### src/rtl/bcd_counter_pkg.sv
// Shared constants, digit type and digit-validity helper for the BCD up/down counter.
package bcd_counter_pkg;

  localparam int BCD_DIGIT_W = 4;
  localparam int BCD_MAX     = 9;
  localparam int BCD_MIN     = 0;

  typedef logic [BCD_DIGIT_W-1:0] bcd_digit_t;

  function automatic logic bcd_is_valid(input bcd_digit_t d);
    return d <= bcd_digit_t'(BCD_MAX);
  endfunction

endpackage

### src/rtl/bcd_digit.sv
// One BCD decade: loads, steps up or down with roll-over, and forwards a step to the next decade.
module bcd_digit
  import bcd_counter_pkg::*;
(
  input  logic       clk,
  input  logic       rst,
  input  logic       step_in,
  input  logic       up,
  input  logic       load,
  input  bcd_digit_t ld_val,
  output bcd_digit_t digit,
  output logic       step_out
);

  localparam bcd_digit_t D_MAX = bcd_digit_t'(BCD_MAX);
  localparam bcd_digit_t D_MIN = bcd_digit_t'(BCD_MIN);

  logic at_edge;

  // A decade at 9 (up) or 0 (down) rolls over and carries/borrows into the next one.
  assign at_edge  = up ? (digit == D_MAX) : (digit == D_MIN);
  assign step_out = step_in & at_edge;

  // NOTE: non-blocking, so every decade sees its neighbours' pre-edge values.
  always_ff @(posedge clk) begin
    if (rst) begin
      digit <= D_MIN;
    end else if (load) begin
      digit <= ld_val;
    end else if (step_in) begin
      if (at_edge) digit <= up ? D_MIN : D_MAX;
      else         digit <= up ? digit + bcd_digit_t'(1) : digit - bcd_digit_t'(1);
    end
  end

endmodule

### src/rtl/bcd_updown_counter.sv
// Cascaded BCD up/down counter with parallel load, wrap/saturate limit mode,
// terminal-count pulse and invalid-load pulse.
module bcd_updown_counter
  import bcd_counter_pkg::*;
#(
  parameter int DIGITS = 2,
  parameter bit WRAP   = 1'b1
) (
  input  logic                          clk,
  input  logic                          rst,
  input  logic                          en,
  input  logic                          up,
  input  logic                          load,
  input  logic [BCD_DIGIT_W*DIGITS-1:0] din,
  output logic [BCD_DIGIT_W*DIGITS-1:0] count,
  output logic                          tc,
  output logic                          load_err
);

  logic              din_ok;
  logic              at_max;
  logic              at_min;
  logic              at_limit;
  logic              load_ok;
  logic              step_req;
  logic              blocked;
  logic [DIGITS:0]   chain;

  // NOTE: every always_comb output gets a default first, so no path infers a latch.
  always_comb begin
    din_ok = 1'b1;
    at_max = 1'b1;
    at_min = 1'b1;
    for (int k = 0; k < DIGITS; k++) begin
      din_ok &= bcd_is_valid(din[k*BCD_DIGIT_W +: BCD_DIGIT_W]);
      at_max &= (count[k*BCD_DIGIT_W +: BCD_DIGIT_W] == bcd_digit_t'(BCD_MAX));
      at_min &= (count[k*BCD_DIGIT_W +: BCD_DIGIT_W] == bcd_digit_t'(BCD_MIN));
    end
  end

  // Any load, valid or not, suppresses counting for that edge.
  assign load_ok  = load & din_ok;
  assign step_req = en & ~load;
  assign at_limit = up ? at_max : at_min;
  assign blocked  = (WRAP == 1'b0) & step_req & at_limit;
  assign chain[0] = step_req & ~blocked;

  for (genvar k = 0; k < DIGITS; k++) begin : g_digit
    bcd_digit u_digit (
      .clk      (clk),
      .rst      (rst),
      .step_in  (chain[k]),
      .up       (up),
      .load     (load_ok),
      .ld_val   (din[k*BCD_DIGIT_W +: BCD_DIGIT_W]),
      .digit    (count[k*BCD_DIGIT_W +: BCD_DIGIT_W]),
      .step_out (chain[k+1])
    );
  end

  // A carry out of the top decade is a wrap; a blocked step is a saturation hit.
  always_ff @(posedge clk) begin
    if (rst) begin
      tc       <= 1'b0;
      load_err <= 1'b0;
    end else begin
      tc       <= chain[DIGITS] | blocked;
      load_err <= load & ~din_ok;
    end
  end

endmodule

### config.mk
export PLATFORM = sky130hd
export DESIGN_NAME = bcd_updown_counter
export DESIGN_NICKNAME = d
export VERILOG_FILES = /design/src/rtl/bcd_counter_pkg.sv /design/src/rtl/bcd_digit.sv /design/src/rtl/bcd_updown_counter.sv
export SDC_FILE = /design/constraint.sdc
export NUM_CORES = 1
export LEC_CHECK = 0
export ABC_CLOCK_PERIOD_IN_PS = 1600
export BUFFER_PORTS_ARGS = -buffer_cell sky130_fd_sc_hd__buf_4
export CAP_MARGIN = 20
export CORE_MARGIN = 2
export CORE_UTILIZATION = 44
export DETAILED_ROUTE_END_ITERATION = 7
export PLACE_DENSITY = 0.73
export SLEW_MARGIN = 30
export SYNTH_ARGS = -nofsm -noshare
export SYNTH_HDL_FRONTEND = slang
export SYNTH_SLANG_ARGS = --single-unit
### constraint.sdc
create_clock -name clk -period 1.6 [get_ports clk]
set_input_delay 0.16 -clock clk [delete_from_list [all_inputs] [get_ports clk]]
set_output_delay 0.16 -clock clk [all_outputs]
set_load 0.005 [all_outputs]
---- After elaboration in Yosys (flattened, before gate mapping) ----
Cells that the tools add are included.
cells by class
  add/subtract/negate cells ............... 4
  order comparisons ....................... 2
  equality and inequality tests ........... 2
  multiplexer cells ....................... 11
  bitwise gates (word level) .............. 8
  reduce and logical (&&, ||, !) cells .... 4
operator list
  operator             number
  $mux 4               9
  $add 4x1->4 const B  2
  $eq 4x4->1 const B   2
  $le 4x4->1 const B   2
  $logic_not 4->1      2
  $sub 4x1->4 const B  2
  $and 1x1->1          6
  $reduce_bool 2->1    2
  $mux 1               2
  $not 1->1            2
storage, ports and cells
  register bits ........................... 10
  bits of input ports ..................... 13
  output and inout bits ................... 10
  logic and storage cells ................. 35

---- Logic depth before layout (Yosys ltp) ----
  depth after elaboration ................. 5
  depth in mapped cells ................... 6
  gate-level depth less buffers ........... 6

---- By module ----
A second synthesis with hierarchy kept.
second synthesis, totals
  cell total of the unflattened synthesis .. 99
  area total of the unflattened synthesis .. 778.2 um^2
modules (own cells, without submodules)
  module              times used  cells an instance  area an instance (um^2)  seq. area each (um^2)
  bcd_digit           2           45                 349.1                    80.1
  bcd_updown_counter  1           9                  80.1                     40.0

---- Worst setup path after synthesis ----
No wires, ideal clock.
  path kind ............................... flip-flop to flip-flop
  start ................................... register g_digit[1].u_digit.digit[0]
  end ..................................... register g_digit[1].u_digit.digit[1]
  library setup time ...................... 62 ps
  arrival ................................. 1446 ps
  required time ........................... 1538 ps
  setup slack ............................. 92 ps
  cell stages (with the launch flop) ...... 5
  path buffers ............................ 0
  period minus slack after synthesis ...... 1508 ps
  cells stage by stage .................... dfxtp_1 fa_1 nand2_1 or4b_1 nand3_1
on the way
  longest elaborated chain between the ends .. 5
  elaborated cells between the ends (all ways) .. 9
  those cells by class .................... 2 x add/sub; 1 x eq/ne; 5 x mux; 1 x reduce/logical
ends and longest elaborated chain
  element                                  RTL line                          RTL
  from (decl)                              bcd_digit.sv:11                   output bcd_digit_t digit,
  from (signal assigned)                   bcd_digit.sv:29                   digit <= ld_val;
  from (signal assigned)                   bcd_digit.sv:31                   if (at_edge) digit <= up ? D_MIN : D_MAX;
  from (signal assigned)                   bcd_digit.sv:32                   else digit <= up ? digit + bcd_digit_t'(1) : digit - bcd_digit_t'(1);
  $sub 4x1->4 (tied with other cells)      bcd_digit.sv:32
  $mux 4 / $mux 1 (equally long branches)  bcd_digit.sv:32, bcd_digit.sv:21
  $mux 4 *                                 bcd_digit.sv:31
  $mux 4 *                                 bcd_digit.sv:30                   end else if (step_in) begin
  $mux 4 *                                 bcd_digit.sv:28                   end else if (load) begin
Mark *: on every way between the ends. The rest lies on a longest branch, timed or not. The select of a mux whose other input is x is not followed.
A chain may end at the register's enable or synchronous reset.

---- Final worst setup path ----
  start ................................... register g_digit[1].u_digit.digit[2]
  end ..................................... register g_digit[1].u_digit.digit[3]
Same word-level chain as after synthesis.

==> summary.txt <==
Final layout
  • Layout cells sized above 1: 34.7%
  • # nets final: 144
  • Area grow syn2layout: 36.8%
  • Final instance area: 1050 sq um
  • Final std cells w/o fill: 141
  • # diodes: 0

Drt
  • Post-DRT Antenna Nets: 0
  • DR vias: 838
  • Initial DRT Pass Iterations: 4
  • DR iter-0 viols: 17
  • Routed len/inst: 14.3 um
  • Total wire length: 2010 um
  • Via density: 5.94
  • Drc violations: 0

Critical path
  • Crit-path max FO: 3
  • FF-to-FF setup slack: 0.09 ns
  • Critical Path End Type: register
  • Arrival time at the worst endpoint: 1.67 ns
  • Critical path type: reg2reg
  • R2R depth: 5
  • Crit path capture: g_digit[1].u_digit.digit[3]
  • R2r endpoint: g_digit[1].u_digit.digit[3]
  • CP startpoint kind: register
  • Crit path from: g_digit[1].u_digit.digit[2]
  • Critical Path RT: 1.77 ns
  • RR Startpoint: g_digit[1].u_digit.digit[2]

Floorplan
  • IO Pins: 23
  • Die Y-Extent: 45.7 um
  • CORE AREA: 1670 sq um
  • Initial Util: 45.8%
  • Row cnt: 15
  • DIE AREA: 2090 sq um
  • Die Span X: 45.7 um

Timing
  • Slew @ Worst Pin: 0.378 ns
  • Fin crit share: 94.1%
  • Max-slew violation count: 0
  • Skew final: 0.000509 ns
  • Fin Hold WS: 0.140 ns
  • F_max: 0.664 GHz
  • RSZ-0062 raised after global routing: no
  • Final hold vios: 0
  • Final WS setup: 0.0938 ns
  • Max-Slew Margin vs Limit: 74.7%
  • Setup violators final: 0
  • Final min period: 1.51 ns

Clock network
  • CTS sink cnt: 10
  • Worst skew pair latency: 0.27 ns
  • Root buffer cell: clkbuf_4
  • CTS Buf Count: 3
  • H-tree Lvls: 1
  • Post-CTS Repair Setup Buffers: 0
  • Clock Path Buffers: 2
  • Clock-pin slew on the worst setup and hold paths: 0.07 ns
  • Post-CTS sizing: 0
  • CTS hold repair buffers: 0
  • CTS tree: done

Flow run
  • Maxcap violations: 0

GRT
  • Total global routing overflow: 0
  • Initial antenna violation count: 0
  • First-pass GRT wire length: 3200 um
  • Vias in the first global route: 726
  • Largest net degree at the start of global routing: 12
  • Total GRT Usage: 21.7%

Synthesis
  • Synth warn: 0
  • Dominant synthesized flop cell: dfxtp_1
  • Post-synthesis area per instance: 8.31 sq um
  • Largest cells by area after synthesis: dfxtp_1 26%, ha_1 6.5%, fa_1 5.2%
  • Top cell type's share of synthesized area: 26.2%
  • Yosys cell types: 36
  • Post-synth EDFFs: 0
  • Syn Nets: 111
  • Leading area contributor after synthesis: dfxtp_1
  • Cells after Synth: 92
  • Top post-synthesis cells by count: 10 x dfxtp_1, 6 x nand2_1, 6 x nand3_1, 6 x nor2_1, 5 x a21oi_1
  • Top-count cell post-synth: dfxtp_1
  • Sequential fraction of the synthesis area: 26.2%
  • Mapped cell area: 764 sq um
  • Async SR Flop Fraction: 0%
  • Flops & latches, synth: 10

Power and ir drop
  • Power, Total: 801 uW
  • Pwr Density: 766 nW/um^2
  • Peak supply drop: 0.000437 V
  • Leak: 0.480 nW

Placement
  • Inst Count DP: 137
  • PortBufs: 22
  • Post-detail-place hpwl: 1520 um
  • Place WS: -0.00858 ns
  • Final Wtd Congestion: 0.892
  • Post-DP Area: 1000 sq um

Run status
  • Status: finished, final reports clean

Hold path
  • Worst hold path class: in2reg
==> final cells by class <==
type                    count  area (sq um)
multi-input cells          76           547
flip-flops and latches     10           201
fillers                   151           624
well taps                  17          21.3
repair buffers             30           225
inverters                   4          15.0
clock buffers               4          36.3
==> how the worst min path moves through the flow <==
stage | start | end | slack [ns] | cells past startpoint
floorplan | din[6] | g_digit[1].u_digit.digit[2] | 0.31 | 2
global placement | rst | g_digit[1].u_digit.digit[0] | 0.43 | 2
detailed placement | rst | g_digit[0].u_digit.digit[0] | 0.43 | 2
CTS | rst | g_digit[1].u_digit.digit[2] | 0.13 | 2
global route | rst | g_digit[1].u_digit.digit[0] | 0.14 | 2
finish | rst | g_digit[0].u_digit.digit[1] | 0.14 | 2
==> cells in the final DEF, fill, tap and decap left out <==
master / n
xor2_1: 3
nor3_1: 4
nor2_1: 6
or4b_1: 1
ha_1: 4
and2_1: 1
inv_1: 4
o211ai_2: 1
o21ai_2: 3
nor3_2: 1
nand2_1: 6
o221ai_1: 1
nor2b_1: 3
nand3_1: 6
o21ai_1: 2
nand2b_1: 1
and3_4: 1
and3_1: 4
o311a_1: 1
o31ai_1: 1
o211a_1: 1
dfxtp_2: 1
fa_1: 2
a31oi_1: 3
nor2_2: 1
clkbuf_8: 1
xnor2_1: 1
o211ai_1: 3
a2111oi_2: 1
a211oi_1: 4
buf_4: 30
dfxtp_1: 9
nand4_1: 1
a21oi_1: 5
clkbuf_4: 3
a21boi_0: 1
nand3b_1: 2
a21o_1: 1
==> metrics by stage <==
step / util, % / setup TNS (ns)
final: 62.6 / 0
after global routing: 62.6 / 0
after CTS: 62.2 / 0
after detailed placement: 60.0 / -0.00858
after global placement: 60.0 / 0
after floorplan: - / 0
==> power breakdown <==
group	internal, mW	total (mW)	switching (mW)
clock network	0.138	0.241	0.102
registers	0.270	0.296	0.0261
logic	0.134	0.265	0.131
==> cells by family after synthesis <==
logic type	count (synthesis)	share of synthesized area, %
and+or+nand+nor	38	27.5
AOI/OAI and AO/OA	28	26.8
DFF	10	26.2
buffers and inverters	6	3.11
adders and majority gates	6	11.8
xor gates and xnor gates	4	4.58
==> critical path: stages (launching register included) <==
cell     delay (ns)
dfxtp_1        0.33
ha_1           0.32
nand3_1        0.12
and3_1         0.20
a21o_1         0.15
o311a_1        0.28
==> registers in the layout (all words and copies together), names as in the netlist <==
signal,flops
load_err,1
g_digit.u_digit.digit,8
tc,1
==> routing by layer <==
metal	routed length, um	GRT usage [%]	part of all wire (%)	up-vias
li1	-	-	-	412
met1	896	29.1	45	389
met2	967	33.8	48	30
met3	109	3.57	5.4	7
met4	36	9.41	1.8	0
met5	0	0	0	-
Note: power is estimated with default switching activity, not from simulation.
